## config.mk

```make
export PLATFORM = sky130hd
export DESIGN_NAME = alu_src_b_stage
export DESIGN_NICKNAME = d
export VERILOG_FILES = /design/src/rtl/alu_src_b_pkg.sv /design/src/rtl/alu_src_b_sel.sv /design/src/rtl/alu_src_b_stage.sv
export SDC_FILE = /design/constraint.sdc
export NUM_CORES = 1
export LEC_CHECK = 0
export ABC_CLOCK_PERIOD_IN_PS = 1330
export CAP_MARGIN = 20
export CORE_MARGIN = 2
export CORE_UTILIZATION = 45
export CTS_CLUSTER_DIAMETER = 100
export DETAILED_ROUTE_END_ITERATION = 12
export PLACE_DENSITY = 0.77
export SETUP_SLACK_MARGIN = 0.02
export SYNTH_ARGS = -nofsm -noshare
export SYNTH_HDL_FRONTEND = slang
export SYNTH_HIERARCHICAL = 1
export SYNTH_SLANG_ARGS = --single-unit
```

## constraint.sdc

```tcl
create_clock -name clk -period 1.33 [get_ports clk]
set_input_delay 0.266 -clock clk [delete_from_list [all_inputs] [get_ports clk]]
set_output_delay 0.266 -clock clk [all_outputs]
set_load 0.1 [all_outputs]
```

## src/rtl/alu_src_b_pkg.sv

```systemverilog
// Shared select codes and buffer-occupancy state for the ALU operand-B stage.
package alu_src_b_pkg;

  localparam int unsigned SEL_W = 3;

  localparam logic [SEL_W-1:0] SEL_B    = 3'd0;
  localparam logic [SEL_W-1:0] SEL_INC  = 3'd1;
  localparam logic [SEL_W-1:0] SEL_LUI  = 3'd2;
  localparam logic [SEL_W-1:0] SEL_BR   = 3'd3;
  localparam logic [SEL_W-1:0] SEL_SEXT = 3'd4;
  localparam logic [SEL_W-1:0] SEL_ZEXT = 3'd5;

  typedef enum logic [1:0] {
    EMPTY = 2'd0,
    ONE   = 2'd1,
    TWO   = 2'd2
  } occ_t;

endpackage

```

## src/rtl/alu_src_b_sel.sv

```systemverilog
// Combinational operand-B mux with immediate transforms and illegal-select flag.
// Optional forwarding of select 0 is enabled by ALU_SRC_B_FWD_EN.
module alu_src_b_sel
  import alu_src_b_pkg::*;
#(
  parameter int unsigned WIDTH = 32,
  parameter int unsigned IMM_W = 16,
  parameter int unsigned INC   = 4
) (
  input  logic [SEL_W-1:0] sel,
  input  logic [WIDTH-1:0] b_in,
  input  logic [IMM_W-1:0] imm,
`ifdef ALU_SRC_B_FWD_EN
  input  logic             fwd_valid,
  input  logic [WIDTH-1:0] fwd_data,
`endif
  output logic [WIDTH-1:0] result_c,
  output logic             illegal_c
);

  logic [WIDTH-1:0] sext;
  logic [WIDTH-1:0] b_src;

  assign sext = {{(WIDTH-IMM_W){imm[IMM_W-1]}}, imm};

`ifdef ALU_SRC_B_FWD_EN
  assign b_src = fwd_valid ? fwd_data : b_in;
`else
  assign b_src = b_in;
`endif

  // Codes 6 and 7 fall into default: operand zero, flagged illegal.
  always_comb begin
    result_c  = '0;
    illegal_c = 1'b0;
    case (sel)
      SEL_B:    result_c = b_src;
      SEL_INC:  result_c = WIDTH'(INC);
      SEL_LUI:  result_c = WIDTH'({imm, 16'h0000});
      SEL_BR:   result_c = sext << 2;
      SEL_SEXT: result_c = sext;
      SEL_ZEXT: result_c = WIDTH'(imm);
      default:  illegal_c = 1'b1;
    endcase
  end

endmodule

```

## src/rtl/alu_src_b_stage.sv

```systemverilog
// Registered operand-B select feeding the ALU through a two-entry skid buffer.
// Define ALU_SRC_B_FWD_EN to add the fwd_valid/fwd_data forwarding ports.
module alu_src_b_stage
  import alu_src_b_pkg::*;
#(
  parameter int unsigned WIDTH = 32,
  parameter int unsigned IMM_W = 16,
  parameter int unsigned INC   = 4,
  parameter int unsigned ERR_W = 8
) (
  input  logic             clk,
  input  logic             reset,
  input  logic             in_valid,
  output logic             in_ready,
  input  logic [SEL_W-1:0] sel,
  input  logic [WIDTH-1:0] b_in,
  input  logic [IMM_W-1:0] imm,
`ifdef ALU_SRC_B_FWD_EN
  input  logic             fwd_valid,
  input  logic [WIDTH-1:0] fwd_data,
`endif
  output logic             out_valid,
  input  logic             out_ready,
  output logic [WIDTH-1:0] operand,
  output logic             sel_err,
  output logic [ERR_W-1:0] err_cnt
);

  occ_t             state, state_nxt;
  logic [WIDTH-1:0] new_op;
  logic             new_err;
  logic [WIDTH-1:0] skid_op;
  logic             skid_err;
  logic             acc, pop;
  logic             head_ld, head_from_skid, skid_ld;

  alu_src_b_sel #(
    .WIDTH (WIDTH),
    .IMM_W (IMM_W),
    .INC   (INC)
  ) u_sel (
    .sel       (sel),
    .b_in      (b_in),
    .imm       (imm),
`ifdef ALU_SRC_B_FWD_EN
    .fwd_valid (fwd_valid),
    .fwd_data  (fwd_data),
`endif
    .result_c  (new_op),
    .illegal_c (new_err)
  );

  assign acc = in_valid && in_ready;
  assign pop = out_valid && out_ready;

  // Occupancy next-state and buffer load controls.
  always_comb begin
    state_nxt      = state;
    head_ld        = 1'b0;
    head_from_skid = 1'b0;
    skid_ld        = 1'b0;
    case (state)
      EMPTY: begin
        if (acc) begin
          state_nxt = ONE;
          head_ld   = 1'b1;
        end
      end
      ONE: begin
        if (acc && pop) begin
          head_ld = 1'b1;
        end else if (acc) begin
          state_nxt = TWO;
          skid_ld   = 1'b1;
        end else if (pop) begin
          state_nxt = EMPTY;
        end
      end
      TWO: begin
        if (pop) begin
          state_nxt      = ONE;
          head_from_skid = 1'b1;
        end
      end
      default: state_nxt = EMPTY;
    endcase
  end

  // Handshake flags are registered decodes of the next occupancy.
  always_ff @(posedge clk or negedge reset) begin
    if (!reset) begin
      state     <= EMPTY;
      in_ready  <= 1'b1;
      out_valid <= 1'b0;
      operand   <= '0;
      sel_err   <= 1'b0;
      skid_op   <= '0;
      skid_err  <= 1'b0;
      err_cnt   <= '0;
    end else begin
      state     <= state_nxt;
      in_ready  <= (state_nxt != TWO);
      out_valid <= (state_nxt != EMPTY);
      if (head_ld) begin
        operand <= new_op;
        sel_err <= new_err;
      end else if (head_from_skid) begin
        operand <= skid_op;
        sel_err <= skid_err;
      end
      if (skid_ld) begin
        skid_op  <= new_op;
        skid_err <= new_err;
      end
      if (acc && new_err && (err_cnt != '1)) begin
        err_cnt <= err_cnt + ERR_W'(1);
      end
    end
  end

endmodule

```

==> summary.md, run 1 <==
| Metric | Value |
|---|---|
| Via count | `3,693` |
| Kind of critical path | `flip-flop to flip-flop` |
| RSZ-0062 raised after global routing | `yes` |
| Final worst slack | `-304 ps` |
| DP HPWL | `8280 um` |
| Final cell count without fillers | `606` |
| Port-buffer cells | `97` |
| Wire per inst | `21.6 um` |
| Failing checks | `setup timing` |
| Finished Core Util | `0.724` |
| Row cnt | `35` |
| Critical path required time | `1560 ps` |
| Pwr Density | `2570 nW/um^2` |
| Worst hold path type | `primary input to asynchronous set/reset pin` |
| Slowest Stage Delay on Critical Path | `610 ps` |
| Asr flop ratio synth | `1.00` |
| Largest area contributor in the netlist | `dfrtp_1` |
| CTS buffer count | `9` |
| Top-count cell post-synth | `dfrtp_1` |
| Clk_skew | `8.87 ps` |
| Reg2reg start | `in_ready$_DFF_PN1_` |
| Crit share post-route | `1.23` |
| Die H | `100 um` |
| Worst r2r dst | `skid_op[27]$_DFFE_PN0P_` |
| GRT Total Usage | `0.267` |
| Critical Path Slowest Stage Cell | `dfstp_4` |
| Crit-path cells | `and3b_4 > buf_12 > nand2_4 > mux2_4` |
| H-tree levels | `3` |
| Reg-to-reg setup timing slack | `-300 ps` |
| LEAKAGE | `3.01 nW` |
| Largest net degree at the start of global routing | `34` |
| Max Clock Freq | `612 MHz` |
| Top FF cell, synth | `dfrtp_1` |
| DP Cell Count | `565` |
| Worst slew pin tran | `620 ps` |
| Ant diodes | `0` |
| Initial Utilization | `0.457` |
| DRC | `0` |
| Clock root cell | `clkbuf_8` |
| Slew headroom | `0.586` |
| Nets | `546` |
| Critical Path Source Type | `flip-flop` |
| I/O pin total | `98` |
| R2R depth | `4` |
| CTS Buffer Depth | `2` |
| Vias in the first global route | `3,837` |
| Drt pass-1 iters | `5` |
| Final Setup Violations | `82` |
| Syn Inst Count | `342` |
| Mapped Avg Cell Area | `12.1 um^2` |
| Routed Antenna Nets | `0` |
| Final hold vios | `0` |
| Peak VDD IR | `1640 uV` |
| Starting DRT DRC Count | `288` |
| Avg Vias per Cell | `6.09` |
| Most frequent cells after synthesis | `dfrtp_1, and2_1, a221o_1, mux2_4, nand2_1` |
| Critical Path Fanout Max | `8` |
| Share of cells above drive strength 1 | `0.394` |
| Die area | `9990 um^2` |
| Total of max-cap violations | `0` |
| Layout area overhead | `58.3%` |
| First-pass GRT wire length | `20,500 um` |
| WP data arrival | `1870 ps` |
| Post-synthesis register bit count | `78` |
| Post-Syn Area | `4140 um^2` |
| Syn. warnings | `6` |
| Seq/Total Area, Yosys | `0.471` |
| Placer congestion estimate | `0.946` |
| TritonCTS clock tree | `built` |
| CTS Sinks | `78` |
| Core region area | `9060 um^2` |
| Clk Latency, worst-skew pair | `350 ps` |
| Grt total ovfl | `0` |
| Setup crit end kind | `flip-flop` |
| Synth cell types | `49` |
| Area share of the largest cell type after synthesis | `0.465` |
| Post-route minimum period | `1630 ps` |
| Final Slew Violations | `0` |
| Status | `finished, violations left` |
| Clk slew on worst S/H paths | `80 ps` |
| Syn_nets | `398` |
| Die width | `100 um` |
| Antenna violations before repair | `0` |
| Post-synth EDFFs | `0` |
| Final WL | `13,100 um` |
| Main area contributors after synthesis | `dfrtp_1, mux2_4, a221o_1` |
| # fillers | `585` |
## what timing repair did
| item | 4_1_cts | 5_1_grt |
|---|---|---|
| resized for setup | 28 | 10 |
| setup endpoints to repair | 85 | 85 |
| cloned | 5 | 2 |
| pin swaps | 7 | 15 |
| hold buffers | 1 | 0 |
| setup buffers | 14 | 3 |
| hold endpoints to repair | 17 | 0 |
## sequential cells by signal, summed over array words and instances, names as in the netlist
name and flops:
err_cnt 8, state 2, sel_err 1, operand 32
skid_err 1, out_valid 1, in_ready 1, skid_op 32
## through the flow
stage | hold slack, ps | setup TNS (ps) | total power, W | worst slack [ps] | cell area [um^2]
floorplan | -29.6 | -26500 | 0.0102 | -410 | 4200
global placement | 173 | -53960 | 0.0136 | -789 | 5930
finish | 367 | -19480 | 0.0168 | -304 | 6560
CTS | 364 | -19280 | 0.0165 | -286 | 6450
global route | 374 | -22070 | 0.0174 | -329 | 6560
detailed placement | 178 | -56610 | 0.0138 | -844 | 5930
## area by class of cell
class                      count  area [um^2]  share of cell area
inverter                       3         15.0             0.00229
clock inverter                 3         40.0             0.00610
clock buffer                  13          179              0.0273
timing repair buffer         155         2050               0.312
sequential                    78         1980               0.302
timing repair inverter         1         7.51             0.00114
multi-input combinational    242         2150               0.329
tap                          111          139              0.0212
## routing by layer
layer	vias to the layer above	wire length, um	global-route usage	part of all wire
li1	1591	-	-	-
met1	1846	5290	0.349	0.40
met2	221	6220	0.438	0.48
met3	35	1100	0.0599	0.084
met4	0	465	0.102	0.036
met5	-	0	0	0
## worst max path at each step
stage	startpoint	slack, ps	to	cells past startpoint
finish	in_ready$_DFF_PN1_	-300	skid_op[27]$_DFFE_PN0P_	4
global route	in_ready$_DFF_PN1_	-330	skid_op[27]$_DFFE_PN0P_	4
CTS	in_ready$_DFF_PN1_	-290	skid_op[15]$_DFFE_PN0P_	4
detailed placement	sel[0]	-840	operand[8]$_DFFE_PN0P_	5
global placement	in_valid	-790	operand[23]$_DFFE_PN0P_	4
floorplan	in_ready$_DFF_PN1_	-410	skid_op[10]$_DFFE_PN0P_	4
## cell usage in the layout (no fill, tap or decap), types with 15 or more instances in the layout
| cell type | netlist | routed |
|---|---|---|
| mux2i_1 | 16 | 16 |
| clkdlybuf4s50_1 | 0 | 49 |
| and2_1 | 35 | 35 |
| buf_12 | 2 | 58 |
| nand2_1 | 21 | 20 |
| a221o_1 | 33 | 33 |
| buf_4 | 3 | 35 |
| mux2_4 | 28 | 29 |
| nand3_1 | 15 | 15 |
| dfrtp_1 | 77 | 68 |
## report_power, final
group	switching, W	total (W)	internal, W
registers	0.000941	0.00436	0.00342
logic	0.00603	0.0106	0.00456
clock network	0.000828	0.00189	0.00107
## critical path: cells and delay by family (launching register included)
family / cells / cell delay [ps]
buffers and inverters: 1 / 190
and+or+nand+nor: 2 / 400
DFF: 1 / 610
muxes: 1 / 310
## kinds of logic after synthesis
family / after synthesis / share of synthesized area
compound gates: 82 / 0.167
mux: 54 / 0.167
flops: 78 / 0.471
simple gates: 97 / 0.135
buf+inv: 28 / 0.0516
xor+xnor: 2 / 0.00423
fa+ha+maj: 1 / 0.00302
Power figures use the tool's default switching activity.
==> run 2: changes to the inputs <==
--- a/config.mk
+++ b/config.mk
@@ -11,6 +11,7 @@
 export CORE_UTILIZATION = 45
 export CTS_CLUSTER_DIAMETER = 100
 export DETAILED_ROUTE_END_ITERATION = 12
+export GPL_TIMING_DRIVEN = 0
 export PLACE_DENSITY = 0.77
 export SETUP_SLACK_MARGIN = 0.02
 export SYNTH_ARGS = -nofsm -noshare
==> summary.md, run 2 (synthesized netlist as in run 1, its figures left out) <==
| Metric | Value |
|---|---|
| H-tree levels | `3` |
| TritonCTS clock tree | `built` |
| CTS buffer count | `9` |
| Die area | `9990 um^2` |
| CTS Buffer Depth | `2` |
| RSZ-0062 raised after global routing | `yes` |
| Clock root cell | `clkbuf_8` |
| Setup crit end kind | `flip-flop` |
| Via count | `3,573` |
| Initial Utilization | `0.457` |
| Failing checks | `setup timing` |
| Avg Vias per Cell | `5.91` |
| Critical Path Source Type | `flip-flop` |
| Hold slack | `374 ps` |
| Register area | `1980 um^2` |
| Vias in the first global route | `3,498` |
| Worst slew pin tran | `392 ps` |
| Share of cells above drive strength 1 | `0.393` |
| Reg-to-reg setup timing slack | `-290 ps` |
| Tot Pwr | `0.0154 W` |
| Total of max-cap violations | `0` |
| LEAKAGE | `2.92 nW` |
| Grt total ovfl | `0` |
| Clk Latency, worst-skew pair | `360 ps` |
| Port-buffer cells | `97` |
| Critical path required time | `1570 ps` |
| CTS Sinks | `78` |
| Most frequent cells in the layout | `dfrtp_1, buf_6, clkdlybuf4s50_1` |
| Drt pass-1 iters | `4` |
| GRT Total Usage | `0.245` |
| Final Setup Violations | `78` |
| Final Slew Violations | `0` |
| DRC | `0` |
| Worst hold path type | `primary input to asynchronous set/reset pin` |
| I/O pin total | `98` |
| Max Clock Freq | `617 MHz` |
| Kind of critical path | `flip-flop to flip-flop` |
| Layout area overhead | `48.7%` |
| Die H | `100 um` |
| Core region area | `9060 um^2` |
| Peak VDD IR | `1540 uV` |
| Pwr Density | `2510 nW/um^2` |
| Post-Route Setup TNS | `-18,360 ps` |
| Final worst slack | `-291 ps` |
| Wire per inst | `20.6 um` |
| Routed Antenna Nets | `0` |
| Clk_skew | `8.61 ps` |
| Ant diodes | `0` |
| Commonest non-fill, non-tap cell in the layout | `dfrtp_1` |
| Antenna violations before repair | `0` |
| Multi-input gate area in the final layout | `2080 um^2` |
| Final hold vios | `0` |
| Slew headroom | `0.736` |
| # fillers | `681` |
| Die width | `100 um` |
| Top flop regs | `operand (32), skid_op (32), err_cnt (8)` |
| Placer congestion estimate | `0.886` |
| Crit share post-route | `1.22` |
| Row cnt | `35` |
| Nets | `545` |
| Largest net degree at the start of global routing | `52` |
| First-pass GRT wire length | `18,900 um` |
| WP data arrival | `1860 ps` |
| Starting DRT DRC Count | `237` |
| Post-route minimum period | `1620 ps` |
| DP HPWL | `8080 um` |
| Critical Path Fanout Max | `10` |
| Status | `finished, violations left` |
| Clk slew on worst S/H paths | `90 ps` |
| Final WL | `12,400 um` |
-- run 2: changes by cell type in the layout (fill, tap and decap cells not counted), moves of 2 or more --
cell,before,now
buf_12,58,12
buf_6,7,52
buf_2,0,4
buf_4,35,30
and2_4,0,2
mux2_4,29,31
clkbuf_16,0,3
nand2_8,4,2
buf_8,1,4
clkbuf_8,13,10
mux2_2,9,7
nand2_4,3,0
and2_1,35,33
-- run 2: critical path, cell delays in order (launching register included) --
cell and delay (ps):
dfstp_4 630, and3b_4 270, a21oi_4 130, buf_6 170, a221o_1 310
-- run 2: what timing repair did --
| item | CTS | global route |
|---|---|---|
| pin swaps | 5 | 12 |
| hold buffers | 1 | 0 |
| setup endpoints to repair | 119 | 110 |
| endpoints found under the hold margin | 27 | 0 |
| cloned | 1 | 4 |
| buffers inserted | 13 | 19 |
| gates resized for setup | 311 | 72 |
-- run 2: final timing paths --
kind	cells after the start	to	start
setup / recovery	4	operand[25]$_DFFE_PN0P_	in_ready$_DFF_PN1_
hold / removal	2	skid_op[21]$_DFFE_PN0P_	reset
setup reg to reg	4	operand[25]$_DFFE_PN0P_	in_ready$_DFF_PN1_
hold reg to reg	1	skid_op[23]$_DFFE_PN0P_	skid_op[23]$_DFFE_PN0P_
max in group asynchronous	3	in_ready$_DFF_PN1_	reset
min in group clk	1	skid_op[23]$_DFFE_PN0P_	skid_op[23]$_DFFE_PN0P_
-- run 2: metal layers --
| layer | part of all wire | global-route usage | vias to the layer above | wire length (um) |
|---|---|---|---|---|
| li1 | - | - | 1589 | - |
| met5 | 0 | 0 | - | 0 |
| met4 | 0.016 | 0.0653 | 0 | 195 |
| met2 | 0.49 | 0.398 | 178 | 6130 |
| met3 | 0.070 | 0.0564 | 18 | 876 |
| met1 | 0.42 | 0.333 | 1788 | 5230 |
-- run 2: metrics by stage --
| step | setup WS (ps) | utilization | cells | instance area, um^2 |
|---|---|---|---|---|
| after global placement | -3200 | 0.586 | 550 | 5310 |
| after global routing | -321 | 0.680 | 605 | 6160 |
| after CTS | -280 | 0.627 | 582 | 5680 |
| after floorplan | -410 | - | 342 | 4200 |
| final | -291 | 0.680 | 605 | 6160 |
| after detailed placement | -1080 | 0.588 | 551 | 5330 |
-- run 2: where the power goes --
group / leakage, nW / total (W) / internal, W / switching (W)
logic: 1.84 / 0.00954 / 0.00379 / 0.00575
registers: 0.993 / 0.00423 / 0.00342 / 0.000810
clock network: 0.0857 / 0.00167 / 0.000730 / 0.000937
-- run 2: final cells by class --
cell class	instances	share of cell area
Tap cell	111	0.0225
Clock inverter	5	0.00548
Clock buffer	11	0.0229
Buffer	25	0.0431
Inverter	3	0.00183
Sequential cell	78	0.321
Multi-Input combinational cell	236	0.338
Timing Repair Buffer	136	0.245
==> run 3: changes to the inputs <==
--- a/config.mk
+++ b/config.mk
@@ -14,6 +14,7 @@
 export GPL_TIMING_DRIVEN = 0
 export PLACE_DENSITY = 0.77
 export SETUP_SLACK_MARGIN = 0.02
+export SKIP_LAST_GASP = 1
 export SYNTH_ARGS = -nofsm -noshare
 export SYNTH_HDL_FRONTEND = slang
 export SYNTH_HIERARCHICAL = 1
==> summary.md, run 3 (synthesized netlist as in run 1, its figures left out) <==
| Metric | Value |
|---|---|
| Status | `finished, violations left` |
| Failing checks | `setup timing` |
| I/O pin total | `98` |
| First-pass GRT wire length | `18,900 um` |
| Most frequent cells in the layout | `dfrtp_1, buf_6, clkdlybuf4s50_1` |
| Routed Antenna Nets | `0` |
| Crit share post-route | `1.22` |
| Critical Path Source Type | `flip-flop` |
| TritonCTS clock tree | `built` |
| Clock root cell | `clkbuf_8` |
| H-tree levels | `3` |
| Share of cells above drive strength 1 | `0.389` |
| Die width | `100 um` |
| Worst slew pin tran | `397 ps` |
| Antenna violations before repair | `0` |
| Critical path required time | `1630 ps` |
| GRT Total Usage | `0.245` |
| Final worst slack | `-295 ps` |
| DP Cell Count | `551` |
| DRC | `0` |
| Clk slew on worst S/H paths | `90 ps` |
| Routing usage on met3 | `0.0564` |
| Row cnt | `35` |
| CTS Sinks | `78` |
| Initial Utilization | `0.457` |
| Placer congestion estimate | `0.886` |
| Core region area | `9060 um^2` |
| Avg Vias per Cell | `5.93` |
| Wire per inst | `20.5 um` |
| Final hold vios | `0` |
| Final WL | `12,300 um` |
| Clk Latency, worst-skew pair | `360 ps` |
| Vias in the first global route | `3,506` |
| Grt total ovfl | `0` |
| LEAKAGE | `2.90 nW` |
| Total of max-cap violations | `0` |
| Clk_skew | `8.66 ps` |
| Via count | `3,568` |
| Setup crit end kind | `flip-flop` |
| Worst hold path type | `primary input to asynchronous set/reset pin` |
| Kind of critical path | `flip-flop to flip-flop` |
| GRT busiest layer | `met2` |
| CTS Buffer Depth | `2` |
| DP HPWL | `8080 um` |
| Pwr Density | `2510 nW/um^2` |
| Met1 Use GR | `0.335` |
| Die H | `100 um` |
| CTS buffer count | `9` |
| Starting DRT DRC Count | `187` |
| Reg-to-reg setup timing slack | `-290 ps` |
| Layout area overhead | `48.0%` |
| Critical Path Fanout Max | `10` |
| Final Slew Violations | `0` |
| RSZ-0062 raised after global routing | `yes` |
| Commonest non-fill, non-tap cell in the layout | `dfrtp_1` |
| Largest net degree at the start of global routing | `52` |
| Port-buffer cells | `97` |
| Area after DPL | `5330 um^2` |
| Die area | `9990 um^2` |
| Final Setup Violations | `81` |
| Post-Layout Inst Area | `6130 um^2` |
| Top flop regs | `operand (32), skid_op (32), err_cnt (8)` |
| Ant diodes | `0` |
| Post-route minimum period | `1620 ps` |
| Peak VDD IR | `1540 uV` |
| Final cell count without fillers | `602` |
| Met2 GRT Util | `0.397` |
| Drt pass-1 iters | `4` |
| Max Clock Freq | `615 MHz` |
| Nets | `542` |
| Slew headroom | `0.733` |
| WP data arrival | `1930 ps` |
## run 3: cell count changes in the layout (fill, tap and decap cells not counted), sizes merged
cell  change
buf       -3
## run 3: worst max-delay path, cell delays in order (launching register included)
cell	delay, ps
dfstp_4	630
buf_4	130
nand2_8	80
nor3_4	230
buf_4	180
buf_6	150
a221o_1	170
## run 3: timing repair
action / 4_1_cts / 5_1_grt
hold buffers: 1 / 0
pin swaps: 5 / 11
hold endpoints to repair: 27 / 0
endpoints found under the setup margin: 119 / 110
setup buffers: 13 / 17
gates cloned: 1 / 3
resized for setup: 307 / 73
## run 3: metrics by stage
stage               hold slack, ps  power, W  worst slack, ps  utilization  setup TNS [ps]
global placement               479    0.0121            -3200        0.586         -280790
finish                         370    0.0154             -295        0.676          -18130
floorplan                    -29.6    0.0102             -410            -          -26500
global route                   394    0.0159             -355        0.676          -20920
detailed placement             214    0.0122            -1080        0.588          -72540
CTS                            375    0.0143             -280        0.625          -16920
## run 3: power breakdown
part	total, W	switching [W]	leakage [nW]	internal (W)
Combinational	0.00947	0.00573	1.82	0.00374
Sequential	0.00423	0.000816	0.993	0.00342
Clock	0.00167	0.000942	0.0857	0.000730
Total	0.0154	0.00749	2.90	0.00789
## run 3: path summary, 6_finish.rpt
path / start / end / cells after the start
setup / recovery: in_ready$_DFF_PN1_ / operand[25]$_DFFE_PN0P_ / 6
hold / removal: reset / skid_op[21]$_DFFE_PN0P_ / 2
setup reg to reg: in_ready$_DFF_PN1_ / operand[25]$_DFFE_PN0P_ / 6
hold reg to reg: skid_op[31]$_DFFE_PN0P_ / skid_op[31]$_DFFE_PN0P_ / 1
max in group asynchronous: reset / in_ready$_DFF_PN1_ / 3
min in group clk: skid_op[31]$_DFFE_PN0P_ / skid_op[31]$_DFFE_PN0P_ / 1
## run 3: layer usage
metal / routed length [um] / part of all wire / vias up
met1: 5160 / 0.42 / 1775
met3: 954 / 0.077 / 23
li1: - / - / 1582
met4: 231 / 0.019 / 0
met2: 6000 / 0.49 / 188
met5: 0 / 0 / -
## run 3: final cells by class
type / count / area (um^2)
Multi-Input combinational cell: 236 / 2080
Timing Repair Buffer: 133 / 1480
Fill cell: 683 / 2930
Clock inverter: 5 / 33.8
Clock buffer: 11 / 141
Inverter: 3 / 11.3
Buffer: 25 / 265
Tap cell: 111 / 139
Sequential cell: 78 / 1980
